==> config.mk <==
export PLATFORM = sky130hd
export DESIGN_NAME = hazard_stall_ctrl
export DESIGN_NICKNAME = d
export VERILOG_FILES = /design/src/rtl/hazard_pkg.sv /design/src/rtl/hazard_stall_ctrl_load_scoreboard.sv /design/src/rtl/hazard_stall_ctrl.sv
export SDC_FILE = /design/constraint.sdc
export NUM_CORES = 1
export LEC_CHECK = 0
export ABC_CLOCK_PERIOD_IN_PS = 1600
export CORE_UTILIZATION = 30
export DETAILED_ROUTE_END_ITERATION = 16
export PLACE_DENSITY = 0.7
export REMOVE_ABC_BUFFERS = 1
export SLEW_MARGIN = 40
export SYNTH_ARGS = -nofsm -noshare
export SYNTH_HDL_FRONTEND = slang
export SYNTH_SLANG_ARGS = --single-unit
==> constraint.sdc <==
create_clock -name clk -period 1.6 [get_ports clk]
set_input_delay 0.16 -clock clk [delete_from_list [all_inputs] [get_ports clk]]
set_output_delay 0.16 -clock clk [all_outputs]
set_load 0.005 [all_outputs]
==> src/rtl/hazard_pkg.sv <==
// Shared types and constants for the pipeline stall/flush controller.
// Optional feature macro: HAZARD_PERF_CNT_EN (see hazard_stall_ctrl).
package hazard_pkg;

    // Top-level controller state: normal issue or frozen on a data-cache miss.
    typedef enum logic {
        RUN       = 1'b0,
        MISS_WAIT = 1'b1
    } state_t;

    // RV32I register file; RV32E builds override with 4.
    localparam int REG_ADDR_W_DEF = 5;

    // x0 is hard-wired to zero and never carries a real dependence.
    localparam int ZERO_REG = 0;

    // Width of the miss watchdog: it counts 0 .. timeout-1.
    function automatic int wd_width(input int timeout);
        return (timeout < 2) ? 1 : $clog2(timeout);
    endfunction

endpackage

==> src/rtl/hazard_stall_ctrl_load_scoreboard.sv <==
// Pending-load scoreboard: a shift register of {valid, rd} for loads that
// have left EX but whose data is not yet forwardable, plus source matching.
module load_scoreboard
    import hazard_pkg::*;
#(
    parameter int REG_ADDR_W = REG_ADDR_W_DEF,
    parameter int DEPTH      = 0
) (
    input  logic                  clk,
    input  logic                  rst_n,
    input  logic                  shift_en,
    input  logic                  push,
    input  logic [REG_ADDR_W-1:0] rd_in,
    input  logic [REG_ADDR_W-1:0] rs1,
    input  logic [REG_ADDR_W-1:0] rs2,
    input  logic                  use_rs1,
    input  logic                  use_rs2,
    output logic                  match_out
);

    localparam logic [REG_ADDR_W-1:0] X0 = REG_ADDR_W'(ZERO_REG);

    generate
        if (DEPTH > 0) begin : g_sb
            logic [DEPTH-1:0]      valid;
            logic [REG_ADDR_W-1:0] rd [DEPTH];

            // Shift entries toward the oldest slot whenever EX/MEM advances.
            always_ff @(posedge clk) begin
                if (!rst_n) begin
                    // NOTE: only the valid bits are reset; the rd payload is
                    // qualified by valid everywhere, so it needs no reset.
                    valid <= '0;
                end else if (shift_en) begin
                    for (int i = DEPTH - 1; i > 0; i--) begin
                        valid[i] <= valid[i-1];
                        rd[i]    <= rd[i-1];
                    end
                    valid[0] <= push;
                    rd[0]    <= rd_in;
                end
            end

            // A used, non-x0 source hitting any valid pending load.
            always_comb begin
                // NOTE: default first so no path leaves match_out unassigned
                // (which would infer a latch).
                match_out = 1'b0;
                for (int i = 0; i < DEPTH; i++) begin
                    if (valid[i] && use_rs1 && rs1 != X0 && rs1 == rd[i])
                        match_out = 1'b1;
                    if (valid[i] && use_rs2 && rs2 != X0 && rs2 == rd[i])
                        match_out = 1'b1;
                end
            end
        end else begin : g_none
            // Single-cycle load latency: nothing is ever pending beyond EX.
            assign match_out = 1'b0;
            wire unused_sb = &{1'b0, clk, rst_n, shift_en, push, rd_in,
                               rs1, rs2, use_rs1, use_rs2};
        end
    endgenerate

endmodule

==> src/rtl/hazard_stall_ctrl.sv <==
// Central stall/flush controller for the 5-stage pipeline: load-use stalls
// with configurable load latency, data-cache miss freeze with a sticky
// watchdog, and taken-branch flush.
// Optional macro HAZARD_PERF_CNT_EN adds stall_cycles / miss_cycles counters.
module hazard_stall_ctrl
    import hazard_pkg::*;
#(
    parameter int REG_ADDR_W   = REG_ADDR_W_DEF,
    parameter int LOAD_LAT     = 1,
    parameter int MISS_TIMEOUT = 1024
) (
    input  logic                  clk,
    input  logic                  rst_n,
    input  logic [REG_ADDR_W-1:0] rd_ex,
    input  logic                  MemRead_ex,
    input  logic [REG_ADDR_W-1:0] rs1_id,
    input  logic [REG_ADDR_W-1:0] rs2_id,
    input  logic                  use_rs1_id,
    input  logic                  use_rs2_id,
    input  logic                  branch_taken_ex,
    input  logic                  dmem_stall,
    output logic                  load_delay,
    output logic                  PCWrite,
    output logic                  IF_ID_Write,
    output logic                  ID_EX_Write,
    output logic                  EX_MEM_Write,
    output logic                  flush_if_id,
    output logic                  flush_id_ex,
    output logic                  miss_timeout
`ifdef HAZARD_PERF_CNT_EN
    ,
    output logic [31:0]           stall_cycles,
    output logic [31:0]           miss_cycles
`endif
);

    localparam int                    WD_W   = wd_width(MISS_TIMEOUT);
    localparam logic [WD_W-1:0]       WD_MAX = WD_W'(MISS_TIMEOUT - 1);
    localparam logic [REG_ADDR_W-1:0] X0     = REG_ADDR_W'(ZERO_REG);

    state_t          state, state_next;
    logic [WD_W-1:0] wd;
    logic            ex_match, sb_match, hazard, push;

    // The load currently in EX is the youngest pending producer.
    assign ex_match = MemRead_ex &&
                      ((use_rs1_id && rs1_id != X0 && rs1_id == rd_ex) ||
                       (use_rs2_id && rs2_id != X0 && rs2_id == rd_ex));
    assign hazard   = ex_match || sb_match;

    // The load in EX is recorded even while it causes a bubble (the bubble
    // lands behind it); a squashed EX slot or a load to x0 is not.
    assign push = MemRead_ex && rd_ex != X0 && !flush_id_ex;

    load_scoreboard #(
        .REG_ADDR_W (REG_ADDR_W),
        .DEPTH      (LOAD_LAT - 1)
    ) u_sb (
        .clk       (clk),
        .rst_n     (rst_n),
        .shift_en  (EX_MEM_Write),
        .push      (push),
        .rd_in     (rd_ex),
        .rs1       (rs1_id),
        .rs2       (rs2_id),
        .use_rs1   (use_rs1_id),
        .use_rs2   (use_rs2_id),
        .match_out (sb_match)
    );

    // Next state and per-cycle control: freeze > branch flush > load-use.
    always_comb begin
        state_next   = state;
        load_delay   = 1'b0;
        PCWrite      = 1'b1;
        IF_ID_Write  = 1'b1;
        ID_EX_Write  = 1'b1;
        EX_MEM_Write = 1'b1;
        flush_if_id  = 1'b0;
        flush_id_ex  = 1'b0;
        if (rst_n) begin
            case (state)
                RUN:       state_next = dmem_stall ? MISS_WAIT : RUN;
                MISS_WAIT: state_next = dmem_stall ? MISS_WAIT : RUN;
                default:   state_next = RUN;
            endcase
            if (dmem_stall) begin
                PCWrite      = 1'b0;
                IF_ID_Write  = 1'b0;
                ID_EX_Write  = 1'b0;
                EX_MEM_Write = 1'b0;
            end else if (branch_taken_ex) begin
                flush_if_id = 1'b1;
                flush_id_ex = 1'b1;
            end else if (hazard) begin
                load_delay  = 1'b1;
                PCWrite     = 1'b0;
                IF_ID_Write = 1'b0;
            end
        end
    end

    // State register, saturating miss watchdog and sticky timeout flag.
    always_ff @(posedge clk) begin
        if (!rst_n) begin
            // NOTE: sequential state uses non-blocking assignments so every
            // register samples the pre-edge values.
            state        <= RUN;
            wd           <= '0;
            miss_timeout <= 1'b0;
        end else begin
            state <= state_next;
            if (state == MISS_WAIT && dmem_stall) begin
                if (wd != WD_MAX) wd <= wd + 1'b1;
                if (wd == WD_MAX) miss_timeout <= 1'b1;
            end else begin
                wd <= '0;
            end
        end
    end

`ifdef HAZARD_PERF_CNT_EN
    // Free-running wrap-around performance counters.
    always_ff @(posedge clk) begin
        if (!rst_n) begin
            stall_cycles <= '0;
            miss_cycles  <= '0;
        end else begin
            if (load_delay) stall_cycles <= stall_cycles + 32'd1;
            if ((state == RUN && dmem_stall) || state == MISS_WAIT)
                miss_cycles <= miss_cycles + 32'd1;
        end
    end
`endif

endmodule

==> impl_metrics.csv, run 1 <==
group,metric,value,unit
power,netSwitchingFraction,0.231,
sta,worstMarginPinSlew,0.306,ns
power,power.total,685,uW
synth,synth_area_leaders,"dfxtp_1 (31%), xor2_1 (9.1%), nor2_1 (6.3%)",
cells_and_area,final_area,0.00122,sq mm
critical_path,critPathMaxFanout,2,
power,power.share.clock,0.350,
sta,drv_slew,0,
grt,antenna_found_initial,0,
sta,rsz0062_at_grt,"yes",
critical_path,crit_path_end_kind,"output pin",
grt,grt-ovfl-total,0,
placed_design,hpwl,1470,um
cells_and_area,antenna_cells,0,
power,ir_drop,0.000464,V
synth,synth_top_area_share,0.311,
placed_design,dp_cells,157,
placed_design,dpl_cell_area,0.00115,sq mm
sta,skew,0.00482,ns
power,power_leakage,0.000482,uW
placed_design,gp_congestion,0.747,
sta,timing.slew.headroom,0.795,
sta,fin_crit,1.59,ns
power,p_int,527,uW
cells_and_area,layout-drive-gt1-share,0.338,
synth,post_synth.cell_area_avg,8.40,sq um
sta,finalSetupViolCount,0,
drt,drt_pre_antenna_iters,3,
power,p_comb_frac,0.211,
sta,min_period_over_period,0.995,
floorplan,num_io_pins,30,
cells_and_area,final_nets,157,
power,pwr_density_cell,560,mW/mm^2
cts,cts_sinks,12,
cts,clk_path_buf_depth,2,
floorplan,die_height,52.8,um
synth,ys_seq_elements,12,
cts,cts_tree,"done",
synth,yosys_warnings,0,
floorplan,fp.coreArea,0.00245,sq mm
cells_and_area,syn2layout_area_growth,58.3,%
drt,viasPerCell,4.82,
critical_path,crit_type,"primary input to output pin",
cts,cts_inserted_buffers,3,
floorplan,initial_core_util,0.315,
grt,grt_use_total,0.142,
sta,finalHoldViolations,0,
critical_path,cp.arrival,1.43,ns
grt,grt_max_degree,8,
critical_path,slowest_delay,0.32,ns
placed_design,portBuffers,29,
synth,syn_area,773,sq um
power,seqPwrFrac,0.439,
run_status,outcome,"finished, final reports clean",
floorplan,fp.dieW,52.8,um
cts,cts_root_buf,"clkbuf_4",
drt,wirelength,1850,um
synth,synth_top_area_cell,"dfxtp_1",
floorplan,die-area,0.00278,sq mm
cells_and_area,instances_no_fill,163,
synth,synthCells,92,
critical_path,crit_path_start_kind,"primary input",
drt,ant_nets,0,
drt,drt_iter0_drc,7,
cts,hold_buffers,0,
grt,grt_pass1_wl,2870,um
drt,vias,785,
critical_path,path_cells,"buf_6, xor2_1, nor3_1, nand4_1, buf_4, a2111oi_4, buf_2",
drt,wire_per_inst,11.3,um
cts,clk_pin_slew,0.07,ns
synth,ys.flop_type,"dfxtp_1",
cells_and_area,nFillCells,247,
job,max_cap_viol_count,0,
worst_hold_path,min_path_type,"flip-flop to flip-flop",
cts,htreeDepth,1,
synth,synth_common_cells,"nor2_1 (13), dfxtp_1 (12), xor2_1 (8)",
floorplan,fp-row-count,18,
synth,synth_most_common_cell,"nor2_1",
synth,synth_edf_count,0,
drt,drc,0,
critical_path,crit_slowest_cell,"a2111oi_4",
cts,clk_latency,0.27,ns
synth,yosysSeqAreaShare,0.311,
synth,synth.distinct_cells,34,
power,netSwitchingPower,158,uW
critical_path,crit_required,1.44,ns
sta,timing.fmax,628,MHz
synth,async_flop_share,0,
grt,grt_pass1_vias,741,
[registers in the layout (all words and copies together) (netlist names)]
signal / cells
state: 1
miss_timeout: 1
wd: 10
[per-layer routing]
metal	routed length, um	GRT usage	vias up
met4	24	0.0658	0
met3	142	0.0406	3
met2	935	0.268	25
met1	744	0.141	353
li1	-	-	404
met5	0	0	-
[worst max-delay path: cells and delay by family]
kind                   cells  cell delay [ns]
XOR/XNOR                   1             0.15
AND/OR/NAND/NOR            2             0.37
buffers and inverters      3             0.42
AO/OA/AOI/OAI              1             0.32
[timing repair]
item / CTS / global route
cloned: 0 / 0
endpoints found under the hold margin: 0 / 0
buffers inserted: 3 / 0
pin swaps: 12 / 3
gates resized for setup: 77 / 7
setup endpoints to repair: 7 / 8
[layout make-up]
type / instances / area (sq um) / area share
clock buffer: 4 / 36.3 / 0.0297
inverter: 3 / 11.3 / 0.00920
multi-input combinational: 73 / 556 / 0.454
sequential: 12 / 240 / 0.196
tap: 30 / 37.5 / 0.0307
timing repair buffer: 41 / 343 / 0.280
[cells by family after synthesis]
group / share of synthesized area
AND/OR/NAND/NOR: 0.333
buffers and inverters: 0.0485
AO/OA/AOI/OAI: 0.116
adder cells (fa/ha/maj): 0.0162
flip-flops: 0.311
XOR/XNOR: 0.136
multiplexers: 0.0388
[metrics by stage]
stage,utilization,TNS [ns],hold slack [ns],setup slack [ns]
after floorplan,-,0,0.279,0.208
after global placement,0.468,-1.99,0.442,-0.638
after detailed placement,0.468,-2.10,0.440,-0.702
after CTS,0.496,-0.0254,0.382,-0.0254
after global routing,0.498,-0.0623,0.472,-0.0623
final,0.498,0,0.445,0.00751
[final timing paths]
path / start / end / slack [ns] / cells past startpoint
setup reg to reg: wd[1]$_SDFFE_PN0N_ / wd[0]$_SDFFE_PN0N_ / 0.13 / 5
hold / removal: miss_timeout$_SDFFE_PN0P_ / miss_timeout$_SDFFE_PN0P_ / 0.45 / 2
hold reg to reg: miss_timeout$_SDFFE_PN0P_ / miss_timeout$_SDFFE_PN0P_ / 0.45 / 2
setup / recovery: rd_ex[0] / load_delay / 0.008 / 7
[placed cells by master, fill, tap and decap left out, drive strengths merged, types with 2 or more instances in the layout]
cell	count
and2	3
clkdlybuf4s50	8
clkbuf	5
inv	3
mux2i	3
nor3	5
xor2	8
dlygate4sd2	4
o21ai	4
or3	2
a21oi	4
nand2	6
buf	26
dfxtp	12
nand4	2
nand3	5
nor2	13
xnor2	4
dlymetal6s2s	2
[power groups by stage]
stage | clock network (uW) | registers [uW] | logic, uW
global placement | 0 | 308 | 137
CTS | 251 | 301 | 145
global route | 261 | 301 | 155
detailed placement | 0 | 308 | 139
floorplan | 0 | 308 | 40.9
finish | 240 | 301 | 144
No activity file was read; power rests on OpenSTA's default activity.
==> inputs of run 2 (changes only) <==
--- a/config.mk
+++ b/config.mk
@@ -5,7 +5,7 @@
 export SDC_FILE = /design/constraint.sdc
 export NUM_CORES = 1
 export LEC_CHECK = 0
-export ABC_CLOCK_PERIOD_IN_PS = 1600
+export ABC_CLOCK_PERIOD_IN_PS = 1800
 export CORE_UTILIZATION = 30
 export DETAILED_ROUTE_END_ITERATION = 16
 export PLACE_DENSITY = 0.7
==> constraint.sdc (replaced) <==
create_clock -name clk -period 1.8 [get_ports clk]
set_input_delay 0.18 -clock clk [delete_from_list [all_inputs] [get_ports clk]]
set_output_delay 0.18 -clock clk [all_outputs]
set_load 0.005 [all_outputs]
==> impl_metrics.csv, run 2 (same netlist as run 1, synthesis figures left out) <==
group,metric,value,unit
drt,viasPerCell,4.89,
grt,grt_max_degree,12,
critical_path,critical_path.most_common_cell,"buf_4",
sta,worstMarginPinSlew,0.374,ns
critical_path,cp_num_cells,8,
critical_path,crit_required,1.62,ns
floorplan,die-area,0.00278,sq mm
critical_path,worstRegToRegCells,5,
critical_path,worstReg2RegEnd,"wd[0]$_SDFFE_PN0N_",
cells_and_area,final_nets,152,
job,max_cap_viol_count,0,
power,pwr_density_cell,504,mW/mm^2
power,power_leakage,0.000448,uW
drt,dr.max_layer_used,"met4",
drt,drt_pre_antenna_iters,4,
cells_and_area,mostFrequentLayoutCells,"nor2_1 (13), dfxtp_1 (12), clkdlybuf4s50_1 (11)",
sta,timing.slew.headroom,0.750,
sta,timing.fmax,578,MHz
critical_path,crit_path_start_kind,"primary input",
critical_path,slowest_delay,0.26,ns
cts,cts_sinks,12,
floorplan,initial_core_util,0.315,
cts,cts_inserted_buffers,3,
sta,skew,0.00716,ns
drt,wire_per_inst,11.4,um
cells_and_area,antenna_cells,0,
cts,clk_pin_slew,0.07,ns
cells_and_area,mostFrequentLayoutCell,"nor2_1",
drt,vias,773,
critical_path,r2r-start,"wd[0]$_SDFFE_PN0N_",
drt,ant_nets,0,
power,power.total,598,uW
cells_and_area,syn2layout_area_growth,53.4,%
drt,drt_iter0_drc,10,
drt,wirelength_met1,749,um
placed_design,portBuffers,29,
cells_and_area,instances_no_fill,158,
drt,wirelength,1790,um
cts,cts_tree,"done",
drt,route.met3.wl,144,um
critical_path,path_cells,"dlygate4sd2_1, xor2_1, nor3_2, nand4_1, buf_4, buf_4, o211a_1, buf_2",
cts,clk_latency,0.28,ns
grt,grt_use_total,0.136,
floorplan,num_io_pins,30,
sta,finalHoldViolations,0,
critical_path,crit_slowest_cell,"dlygate4sd2_1",
grt,antenna_found_initial,0,
critical_path,cp.arrival,1.55,ns
sta,min_period_over_period,0.962,
drt,wl_met2,865,um
critical_path,crit_family,"buffers and inverters",
cts,htreeDepth,1,
worst_hold_path,min_path_type,"flip-flop to flip-flop",
critical_path,crit_start,"rd_ex[1]",
critical_path,crit_path_end_kind,"output pin",
drt,drc,0,
grt,grt_pass1_vias,738,
cells_and_area,regMostFlops,"wd",
critical_path,path_buf_inv,4,
floorplan,die_height,52.8,um
cts,cts_root_buf,"clkbuf_4",
cells_and_area,largest_reg_flops,10,
critical_path,crit_type,"primary input to output pin",
power,ir_drop,0.000408,V
floorplan,fp-row-count,18,
floorplan,fp.dieW,52.8,um
cells_and_area,nFillCells,239,
placed_design,gp_congestion,0.761,
cells_and_area,layout-drive-gt1-share,0.195,
grt,grt_pass1_wl,2790,um
cts,clk_path_buf_depth,2,
sta,fin_crit,1.73,ns
grt,grt-ovfl-total,0,
critical_path,critPathMaxFanout,2,
critical_path,r2r_setup_slack,0.28,ns
sta,rsz0062_at_grt,"no",
critical_path,critPathCapture,"PCWrite",
floorplan,fp.coreArea,0.00245,sq mm
placed_design,dp_cells,152,
placed_design,hpwl,1380,um
sta,finalSetupViolCount,0,
run_status,outcome,"finished, final reports clean",
cells_and_area,reg_top3,"wd x10, miss_timeout x1, state x1",
sta,drv_slew,0,
==> run 2: cell count changes in the layout (fill, tap and decap cells not counted), moves of 3 or more <==
cell             delta
buf_4               -5
clkdlybuf4s50_1     +3
clkdlybuf4s15_1     +6
dlygate4sd2_1       +4
buf_2               -5
buf_6               -6
==> run 2: report_power, final <==
part / switching (uW) / internal (uW)
combinational: 46.6 / 69.9
clock: 90.5 / 123
sequential: 0.980 / 267
total: 138 / 460
==> run 2: cell type report <==
| cell class | count | area, sq um | area share |
|---|---|---|---|
| Clock buffer | 4 | 36.3 | 0.0306 |
| Inverter | 3 | 11.3 | 0.00949 |
| Multi-Input combinational cell | 73 | 541 | 0.456 |
| Sequential cell | 12 | 240 | 0.203 |
| Tap cell | 30 | 37.5 | 0.0316 |
| Timing Repair Buffer | 36 | 320 | 0.270 |
==> run 2: tightest hold or removal path: cells and delay by family, from the launching register on <==
family / cells / cell delay (ns)
flops: 1 / 0.31
compound gates: 1 / 0.05
simple gates: 1 / 0.05
==> run 2: per-layer routing <==
layer,up-vias,global-route usage
li1,397,-
met1,342,0.124
met2,29,0.268
met3,5,0.0319
met4,0,0.0789
met5,-,0
==> run 2: what timing repair did <==
action                                  in CTS  in global routing
pin swaps                                    8                  6
resized for setup                           35                  6
hold buffers                                 0                  0
gates cloned                                 0                  0
setup buffers                                1                  1
endpoints found under the setup margin       3                  1
==> run 2: worst min-delay path by stage <==
stage,start,end,slack [ns],cells past startpoint
floorplan,rst_n,miss_timeout$_SDFFE_PN0P_,0.30,2
global placement,miss_timeout$_SDFFE_PN0P_,miss_timeout$_SDFFE_PN0P_,0.44,2
detailed placement,miss_timeout$_SDFFE_PN0P_,miss_timeout$_SDFFE_PN0P_,0.44,2
CTS,miss_timeout$_SDFFE_PN0P_,miss_timeout$_SDFFE_PN0P_,0.45,2
global route,miss_timeout$_SDFFE_PN0P_,miss_timeout$_SDFFE_PN0P_,0.48,2
finish,miss_timeout$_SDFFE_PN0P_,miss_timeout$_SDFFE_PN0P_,0.44,2
==> run 2: per-stage QoR <==
step,setup slack [ns],TNS (ns),hold WS [ns],area (sq um),utilization
floorplan,0.408,0,0.299,747,-
global placement,-0.478,-1.42,0.442,1110,0.453
detailed placement,-0.501,-1.48,0.439,1110,0.453
CTS,0.00862,0,0.448,1170,0.476
global route,0.00693,0,0.477,1190,0.483
finish,0.0687,0,0.443,1190,0.483
==> patch: new RTL, settings of run 1 <==
The package constant `REG_ADDR_W_DEF` goes from 5 to 6.
--- a/src/rtl/hazard_pkg.sv
+++ b/src/rtl/hazard_pkg.sv
@@ -10,5 +10,5 @@
 
     // RV32I register file; RV32E builds override with 4.
-    localparam int REG_ADDR_W_DEF = 5;
+    localparam int REG_ADDR_W_DEF = 6;
 
     // x0 is hard-wired to zero and never carries a real dependence.
Interface: changed (resized rd_ex, rs1_id and rs2_id); port bits go from 30 to 33. No check against the original RTL was run, so the function may have changed too.
==> patch against run 1 <==
Sequential cell count stayed put. Power is 8.9% lower. Worst setup slack better by 35 ps. Sequential power hardly changed. Sequential share of layout area is 0.26 points higher. Wire length hardly changed. Final area is 1.3% lower. Area after synthesis is 1.5% lower. Critical endpoint is now EX_MEM_Write.
==> patch: results (changes against run 1) <==
\begin{tabular}{lr}
\hline
Metric & Value \\
\hline
\multicolumn{2}{l}{\textbf{Min path}} \\
\quad Worst hold-check path type & input port to flop \\
\quad HP Start & rst\_n \\
\quad Cells on Worst Hold Path & 4 (+2) \\
\multicolumn{2}{l}{\textbf{Final layout}} \\
\quad Area of combinational cells with multiple inputs & 546 um2 (-1.8\%) \\
\multicolumn{2}{l}{\textbf{Synthesis}} \\
\quad Arithmetic-cell share of the synthesized area counting full adders, half adders and majority gates & 1.64\% (+0.024 points) \\
\quad Post-synthesis mux area share & 3.94\% (+0.057 points) \\
\quad Xor-xnor portion of the synthesized cell area & 18.4\% (+4.8 points) \\
\quad Post-synthesis sequential area ratio & 31.5\% (+0.46 points) \\
\multicolumn{2}{l}{\textbf{GRT}} \\
\quad All-layer global routing usage & 14.5\% (+0.27 points) \\
\quad Maximum number of pins on one net before global-route repair & 12 (+4) \\
\quad Vias in the first global route & 755 (+1.9\%) \\
\quad First-pass GRT wire length & 2930 um (+2.2\%) \\
\multicolumn{2}{l}{\textbf{Status}} \\
\quad Status & complete, no violations \\
\multicolumn{2}{l}{\textbf{Worst setup path}} \\
\quad Slack of the worst reg-to-reg path & 90 ps (-40 ps) \\
\quad Arrival time at the worst endpoint & 1400 ps (-30 ps) \\
\multicolumn{2}{l}{\textbf{Timing}} \\
\quad Clock skew & 7.59 ps (+2.77 ps) \\
\quad Fmax & 642 MHz (+2.2\%) \\
\quad Final Hold Slack & 219 ps (-227 ps) \\
\multicolumn{2}{l}{\textbf{Route}} \\
\quad Detailed Route Iter0 Violations & 5 (-2) \\
\quad Number of detailed-routing iterations run before antenna repair & 4 (+1) \\
\quad Via density per instance & 4.96 (+2.9\%) \\
\multicolumn{2}{l}{\textbf{Placed design}} \\
\quad Last weighted congestion value of the routability-driven placer & 0.727 (-2.7\%) \\
\quad Post-detail-place hpwl & 1470 um (-0.34\%) \\
\quad Placed standard-cell area & 1180 um2 (+2.7\%) \\
\quad Pre-CTS worst setup slack & -680 ps (+21.6 ps) \\
\multicolumn{2}{l}{\textbf{Clock tree}} \\
\quad Number of buffers added for setup after CTS & 0 (-3) \\
\multicolumn{2}{l}{\textbf{Power}} \\
\quad Static Leakage & 0.511 nW (+6.1\%) \\
\hline
\end{tabular}
## patch: cell types whose count changed after synthesis, sizes merged, moves of 2 or more
| cell | run 1 | this run |
|---|---|---|
| inv | 3 | 1 |
| xnor2 | 4 | 9 |
| or4 | 1 | 3 |
| and2 | 3 | 1 |
## patch: worst reg2reg max path: cells and delay by family (launching register included)
kind / cells / cell delay [ps]
and+or+nand+nor: 3 / 610
DFF: 1 / 380
xor gates and xnor gates: 1 / 160
adders and majority gates: 1 / 220
## patch: layout make-up
cell class	count	share of cell area [%]
multi-input combinational	72	45.2
tap	28	2.90
clock buffer	3	1.87
sequential	12	19.9
timing repair buffer	44	29.8
inverter	1	0.311
## patch: power breakdown
group / switching [mW] / total (mW) / internal (mW)
Combinational: 0.0544 / 0.143 / 0.0889
Sequential: 0.000757 / 0.301 / 0.301
Clock: 0.0929 / 0.180 / 0.0871
Total: 0.148 / 0.625 / 0.476
## patch: metal layers
layer / track usage [%] / wire [um]
met1: 14.9 / 741
met2: 27.0 / 961
met3: 2.90 / 95
met4: 7.89 / 46
met5: 0 / 0
## patch: what timing repair did
action                     4_1_cts  5_1_grt
setup endpoints to repair        7        8
gates resized for setup         77       15
pin swaps                       11        9
## patch: cells by family after synthesis
family                   Yosys count
AO/OA/AOI/OAI                     11
XOR/XNOR                          16
adder cells (fa/ha/maj)            1
buffers and inverters              5
flip-flops                        12
multiplexers                       3
AND/OR/NAND/NOR                   41
## patch: stage by stage
stage | cells | power (mW)
after floorplan | 85 | 0.345
after global placement | 157 | 0.455
after detailed placement | 157 | 0.458
after CTS | 160 | 0.629
after global routing | 160 | 0.657
final | 160 | 0.625
